$ cat config.mk
export PLATFORM = sky130hd
export DESIGN_NAME = ym2610_rom_responder
export DESIGN_NICKNAME = d
export VERILOG_FILES = /design/src/rtl/ym2610_rom_responder.sv
export SDC_FILE = /design/constraint.sdc
export NUM_CORES = 1
export LEC_CHECK = 0
export BUFFER_PORTS_ARGS = -buffer_cell sky130_fd_sc_hd__buf_4
export CAP_MARGIN = 5
export CORE_UTILIZATION = 42
export DETAILED_ROUTE_END_ITERATION = 10
export GPL_TIMING_DRIVEN = 0
export PLACE_DENSITY_LB_ADDON = 0.25
export SKIP_LAST_GASP = 1
export SYNTH_ARGS = -nofsm -noshare
export SYNTH_HDL_FRONTEND = slang
export SYNTH_SLANG_ARGS = --single-unit
export TNS_END_PERCENT = 10
$ cat constraint.sdc
create_clock -name clk -period 1.62 [get_ports clk]
set_input_delay 0.243 -clock clk [delete_from_list [all_inputs] [get_ports clk]]
set_output_delay 0.243 -clock clk [all_outputs]
set_load 0.005 [all_outputs]
$ cat src/rtl/ym2610_rom_responder.sv
// ym2610_rom_responder: serves YM2610 ADPCM-A/B ROM reads from a shared byte memory port.
// The ADPCM-B channel is built only when YM2610_PCM_B_EN is defined.
module ym2610_rom_responder #(
   parameter logic [23:0] B_OFFSET = 24'h000000
) (
   input  logic        clk,
   input  logic        ic_n,
   input  logic        rmpx,
   input  logic        roe,
   input  logic [7:0]  rad_in,
   input  logic [1:0]  ra9_8,
   input  logic [3:0]  ra23_20,
   output logic [7:0]  rad_out,
   output logic        rad_oe,
   input  logic        pmpx,
   input  logic        poe,
   input  logic [7:0]  pad_in,
   input  logic [3:0]  pa11_8,
   output logic [7:0]  pad_out,
   output logic        pad_oe,
   output logic        mem_req,
   output logic        mem_sel,
   output logic [23:0] mem_addr,
   input  logic        mem_ack,
   input  logic [7:0]  mem_rdata,
   output logic        a_late,
   output logic        b_late
);
   localparam logic [1:0] IDLE = 2'd0, BUSY_A = 2'd1, BUSY_B = 2'd2;
   logic [1:0]  state;
   logic [23:0] addr_r, a_addr, b_addr;
   logic        rmpx_q, rmpx_p, roe_q, roe_p;
   logic [7:0]  rad_q;
   logic [1:0]  ra9_8_q;
   logic [3:0]  ra23_20_q;
   logic        pend_a, valid_a, late_a, redo_a, disc_a, pend_b;
   logic [7:0]  data_a;
   logic        ack_a, fall_a, rise_a;
   assign ack_a  = mem_ack && (state == BUSY_A);
   assign fall_a = roe_p && !roe_q;
   assign rise_a = !roe_p && roe_q;
   // redo: superseded while in flight, so the ack is dropped and the new address relaunched
   // disc: enable window closed while pending, so the ack is dropped
   always_ff @(posedge clk) begin
      if (!ic_n) begin
         rmpx_q <= 1'b0; rmpx_p <= 1'b0; roe_q <= 1'b1; roe_p <= 1'b1;
         rad_q <= '0; ra9_8_q <= '0; ra23_20_q <= '0; a_addr <= '0;
         pend_a <= 1'b0; valid_a <= 1'b0; late_a <= 1'b0; redo_a <= 1'b0; disc_a <= 1'b0;
         data_a <= '0;
      end else begin
         rmpx_q <= rmpx; rmpx_p <= rmpx_q; roe_q <= roe; roe_p <= roe_q;
         rad_q <= rad_in; ra9_8_q <= ra9_8; ra23_20_q <= ra23_20;
         if (rmpx_q && !rmpx_p) a_addr[9:0] <= {ra9_8_q, rad_q};
         if (!rmpx_q && rmpx_p) a_addr[23:10] <= {ra23_20_q, ra9_8_q, rad_q};
         if (ack_a) begin
            if (!redo_a && !disc_a) begin
               data_a <= mem_rdata;
               valid_a <= 1'b1;
            end
            pend_a <= redo_a;
            redo_a <= 1'b0;
            disc_a <= 1'b0;
         end
         // valid also drops once the window closes so a stale byte never shows on the next fall
         if (rise_a) begin
            valid_a <= 1'b0;
            if (pend_a) late_a <= 1'b1;
            if (pend_a && !ack_a) disc_a <= 1'b1;
         end
         if (fall_a) begin
            pend_a <= 1'b1;
            valid_a <= 1'b0;
            disc_a <= 1'b0;
            redo_a <= pend_a && (state == BUSY_A) && !mem_ack;
            if (pend_a) late_a <= 1'b1;
         end
      end
   end
   assign rad_oe  = !roe_q && valid_a;
   assign rad_out = data_a;
   assign a_late  = late_a;
`ifdef YM2610_PCM_B_EN
   logic       pmpx_q, pmpx_p, poe_q, poe_p;
   logic [7:0] pad_q;
   logic [3:0] pa11_8_q;
   logic       valid_b, late_b, redo_b, disc_b;
   logic [7:0] data_b;
   logic       ack_b, fall_b, rise_b;
   assign ack_b  = mem_ack && (state == BUSY_B);
   assign fall_b = poe_p && !poe_q;
   assign rise_b = !poe_p && poe_q;
   always_ff @(posedge clk) begin
      if (!ic_n) begin
         pmpx_q <= 1'b0; pmpx_p <= 1'b0; poe_q <= 1'b1; poe_p <= 1'b1;
         pad_q <= '0; pa11_8_q <= '0; b_addr <= '0;
         pend_b <= 1'b0; valid_b <= 1'b0; late_b <= 1'b0; redo_b <= 1'b0; disc_b <= 1'b0;
         data_b <= '0;
      end else begin
         pmpx_q <= pmpx; pmpx_p <= pmpx_q; poe_q <= poe; poe_p <= poe_q;
         pad_q <= pad_in; pa11_8_q <= pa11_8;
         if (pmpx_q && !pmpx_p) b_addr[11:0] <= {pa11_8_q, pad_q};
         if (!pmpx_q && pmpx_p) b_addr[23:12] <= {pa11_8_q, pad_q};
         if (ack_b) begin
            if (!redo_b && !disc_b) begin
               data_b <= mem_rdata;
               valid_b <= 1'b1;
            end
            pend_b <= redo_b;
            redo_b <= 1'b0;
            disc_b <= 1'b0;
         end
         if (rise_b) begin
            valid_b <= 1'b0;
            if (pend_b) late_b <= 1'b1;
            if (pend_b && !ack_b) disc_b <= 1'b1;
         end
         if (fall_b) begin
            pend_b <= 1'b1;
            valid_b <= 1'b0;
            disc_b <= 1'b0;
            redo_b <= pend_b && (state == BUSY_B) && !mem_ack;
            if (pend_b) late_b <= 1'b1;
         end
      end
   end
   assign pad_oe  = !poe_q && valid_b;
   assign pad_out = data_b;
   assign b_late  = late_b;
   assign mem_sel = (state == BUSY_B);
`else
   logic unused_b;
   assign unused_b = ^{pmpx, poe, pad_in, pa11_8};
   assign pend_b   = 1'b0;
   assign b_addr   = '0;
   assign pad_oe   = 1'b0;
   assign pad_out  = '0;
   assign b_late   = 1'b0;
   assign mem_sel  = 1'b0;
`endif
   // the address is captured at launch so it stays stable while the bus re-latches
   always_ff @(posedge clk) begin
      if (!ic_n) begin
         state <= IDLE;
         addr_r <= '0;
      end else if (state == IDLE) begin
         if (pend_a) begin
            state <= BUSY_A;
            addr_r <= a_addr;
         end else if (pend_b) begin
            state <= BUSY_B;
            addr_r <= b_addr + B_OFFSET;
         end
      end else if (mem_ack) begin
         state <= IDLE;
      end
   end
   assign mem_req  = (state != IDLE);
   assign mem_addr = addr_r;
endmodule

==> reports/metrics.cfg <==
[routing]
m1WireLength_um = 2590
wl_met2_um = 2720
drt_first_iter_violations = 69
drt_pass1_iterations = 4
finalWirelength_um = 5810
vias_per_cell = 4.52
wl_met3_um = 342
ant_nets = 0
top_layer = met4
vias = 2314
wl_per_cell_um = 11.3
route.detailed.drc = 0

[run_status]
outcome = finished clean

[clock_tree]
clk_pin_slew_ns = 0.08
cts_resized = 0
htreeDepth = 3
tritoncts = done
post_cts_buffers = 0
clockBufferDepth = 2
cts_root_buffer = clkbuf_8
cts_sinks = 80
insertion_delay_ns = 0.35
numCtsBuffers = 9
ctsHoldBuffers = 0

[cells_and_area]
fin_nets = 454
diodes = 0
multi_input_area_mm2 = 0.00118
layout-drive-gt1-share_pct = 25.5
seqCellArea_mm2 = 0.00160
nFillCells = 653
utilization_pct = 55.4
area_growth_pct = 27.4

[critical_path]
crit_buf_inv = 2
end_kind = flip-flop
criticalPathCategory = reg -> reg
worstPathArrival_ns = 1.51
crit_chain = and4bb_1 -> buf_4 -> buf_6 -> nand3_2 -> o21ai_2
required_ns = 1.92
slowest_stage = dfxtp_1
start_kind = flip-flop
critPathTopFamily = flip-flops
cp_max_fo = 10
slowest_delay_ns = 0.45

[yosys]
synth_compound_area_share_pct = 15.2
synth_top_family_by_area = simple AND/OR/NAND/NOR gates
netlist_instances = 329
async_reset_ff_share_pct = 0
synthFlopType = dfxtp_1
synth_seq_cells = 80
netlist_top_cells_count = nand2_1, dfxtp_1, a21boi_1, buf_4, and2_1
synth_mux_area_share_pct = 0
ys_warn_count = 0
yosysTopAreaCellShare_pct = 53.9
netlist.top_cell.by_area = dfxtp_1
yosysSeqAreaShare_pct = 53.9
synth-xor-area-share_pct = 0
syn_area_per_cell_um2 = 9.04
yosys-top-cells-area = dfxtp_1, nand2_1, a21boi_1, buf_4, and2_1
post-synth-top-count-cell = nand2_1
synthAdderAreaFrac_pct = 0.842
synth_edf_count = 0
yosysUniqueCellTypes = 29
synth-simple-area-share_pct = 22.3
syn-cell-area_mm2 = 0.00297

[power_and_ir_drop]
power_density_mw_per_mm2 = 1010
vdd_drop_max_v = 0.000446
leakagePower_uw = 0.00156

[die]
die_w_um = 86.1
ios = 87
chipHeight_um = 86.1
start_util_pct = 43.5
rows = 30
die-area_mm2 = 0.00742
core_area_mm2 = 0.00683

[sta]
hold_viol = 0
rsz0062_at_grt = false
period_needed_ns = 1.21
finalClockSkew_ns = 0.00896
min_period_over_period_pct = 74.9
setup_tns_ns = 0
slew_viol_final = 0
finalSetupViolations = 0
max_freq_ghz = 0.824

[grt]
grt_max_degree = 14
grt_antenna_before_repair = 0
grt_pass1_wl_um = 9560
track_usage_pct = 17.0
grt.overflow.total = 0
grt_pass1_vias = 2207

[placement]
portBuffers = 61
place_congestion = 0.760
dpl.hpwl_um = 4240

[flow_run]
max_cap_violations = 0

[hold_path]
hp-class = in -> reg

## sequential cells by signal (all words and copies together), names as in the netlist, named ones only
signal / flops
a_addr: 24
mem_addr: 24
rad_out: 8
rad_q: 8
ra23_20_q: 4
ra9_8_q: 2
disc_a: 1
pend_a: 1
redo_a: 1
rmpx_p: 1
rmpx_q: 1
roe_p: 1
roe_q: 1
state: 1
valid_a: 1
## stage by stage
step	setup slack, ns	std cells	hold slack, ns	power (uW)	area [um2]
floorplan	0.548	339	0.336	2300	3010
global placement	0.428	496	0.425	2430	3590
detailed placement	0.426	496	0.426	2430	3590
CTS	0.401	512	0.0590	3880	3790
global route	0.289	512	0.0668	4000	3790
finish	0.406	512	0.0705	3840	3790
## placed cells by master (no fill, tap or decap), types with 6 or more instances in the layout
master    instances
nand2_1         107
dfxtp_1          80
buf_4            79
a21boi_1         36
and2_1           16
a21boi_0         13
conb_1           11
clkbuf_8         10
clkbuf_1          7
nand3_1           6
o21ai_1           6
## worst paths after layout
path / start / end / slack (ns) / cells past startpoint
max: state[0] / rad_out[0] / 0.41 / 5
min: roe / roe_q / 0.07 / 2
max reg2reg: state[0] / rad_out[0] / 0.41 / 5
min reg2reg: ra23_20_q[3] / a_addr[23] / 0.44 / 2
## cell type report
cell class / count / area share [%]
Clock inverter: 5 / 1.49
Sequential cell: 80 / 42.3
Tap cell: 96 / 3.17
Inverter: 3 / 0.297
Timing Repair Buffer: 61 / 12.1
Clock buffer: 11 / 3.73
Multi-Input combinational cell: 224 / 31.2
Buffer: 32 / 5.72
## where the power goes
group	leakage (uW)	switching, uW	internal (uW)
logic	0.000814	154	170
registers	0.000651	36.6	2020
clock network	0.0000993	707	752
## cells by family (layout without fill, tap and decap cells)
kind of cell,Yosys count,in the layout
simple gates,148,148
flops,80,80
compound gates,63,63
buf+inv,35,112
fa+ha+maj,2,2
other cells,1,11
## metal layers
metal	GRT usage, %	up-vias
li1	-	1195
met1	18.8	1051
met2	28.5	57
met3	4.81	11
met4	10.9	0
met5	0	-
Power figures use the tool's default switching activity.
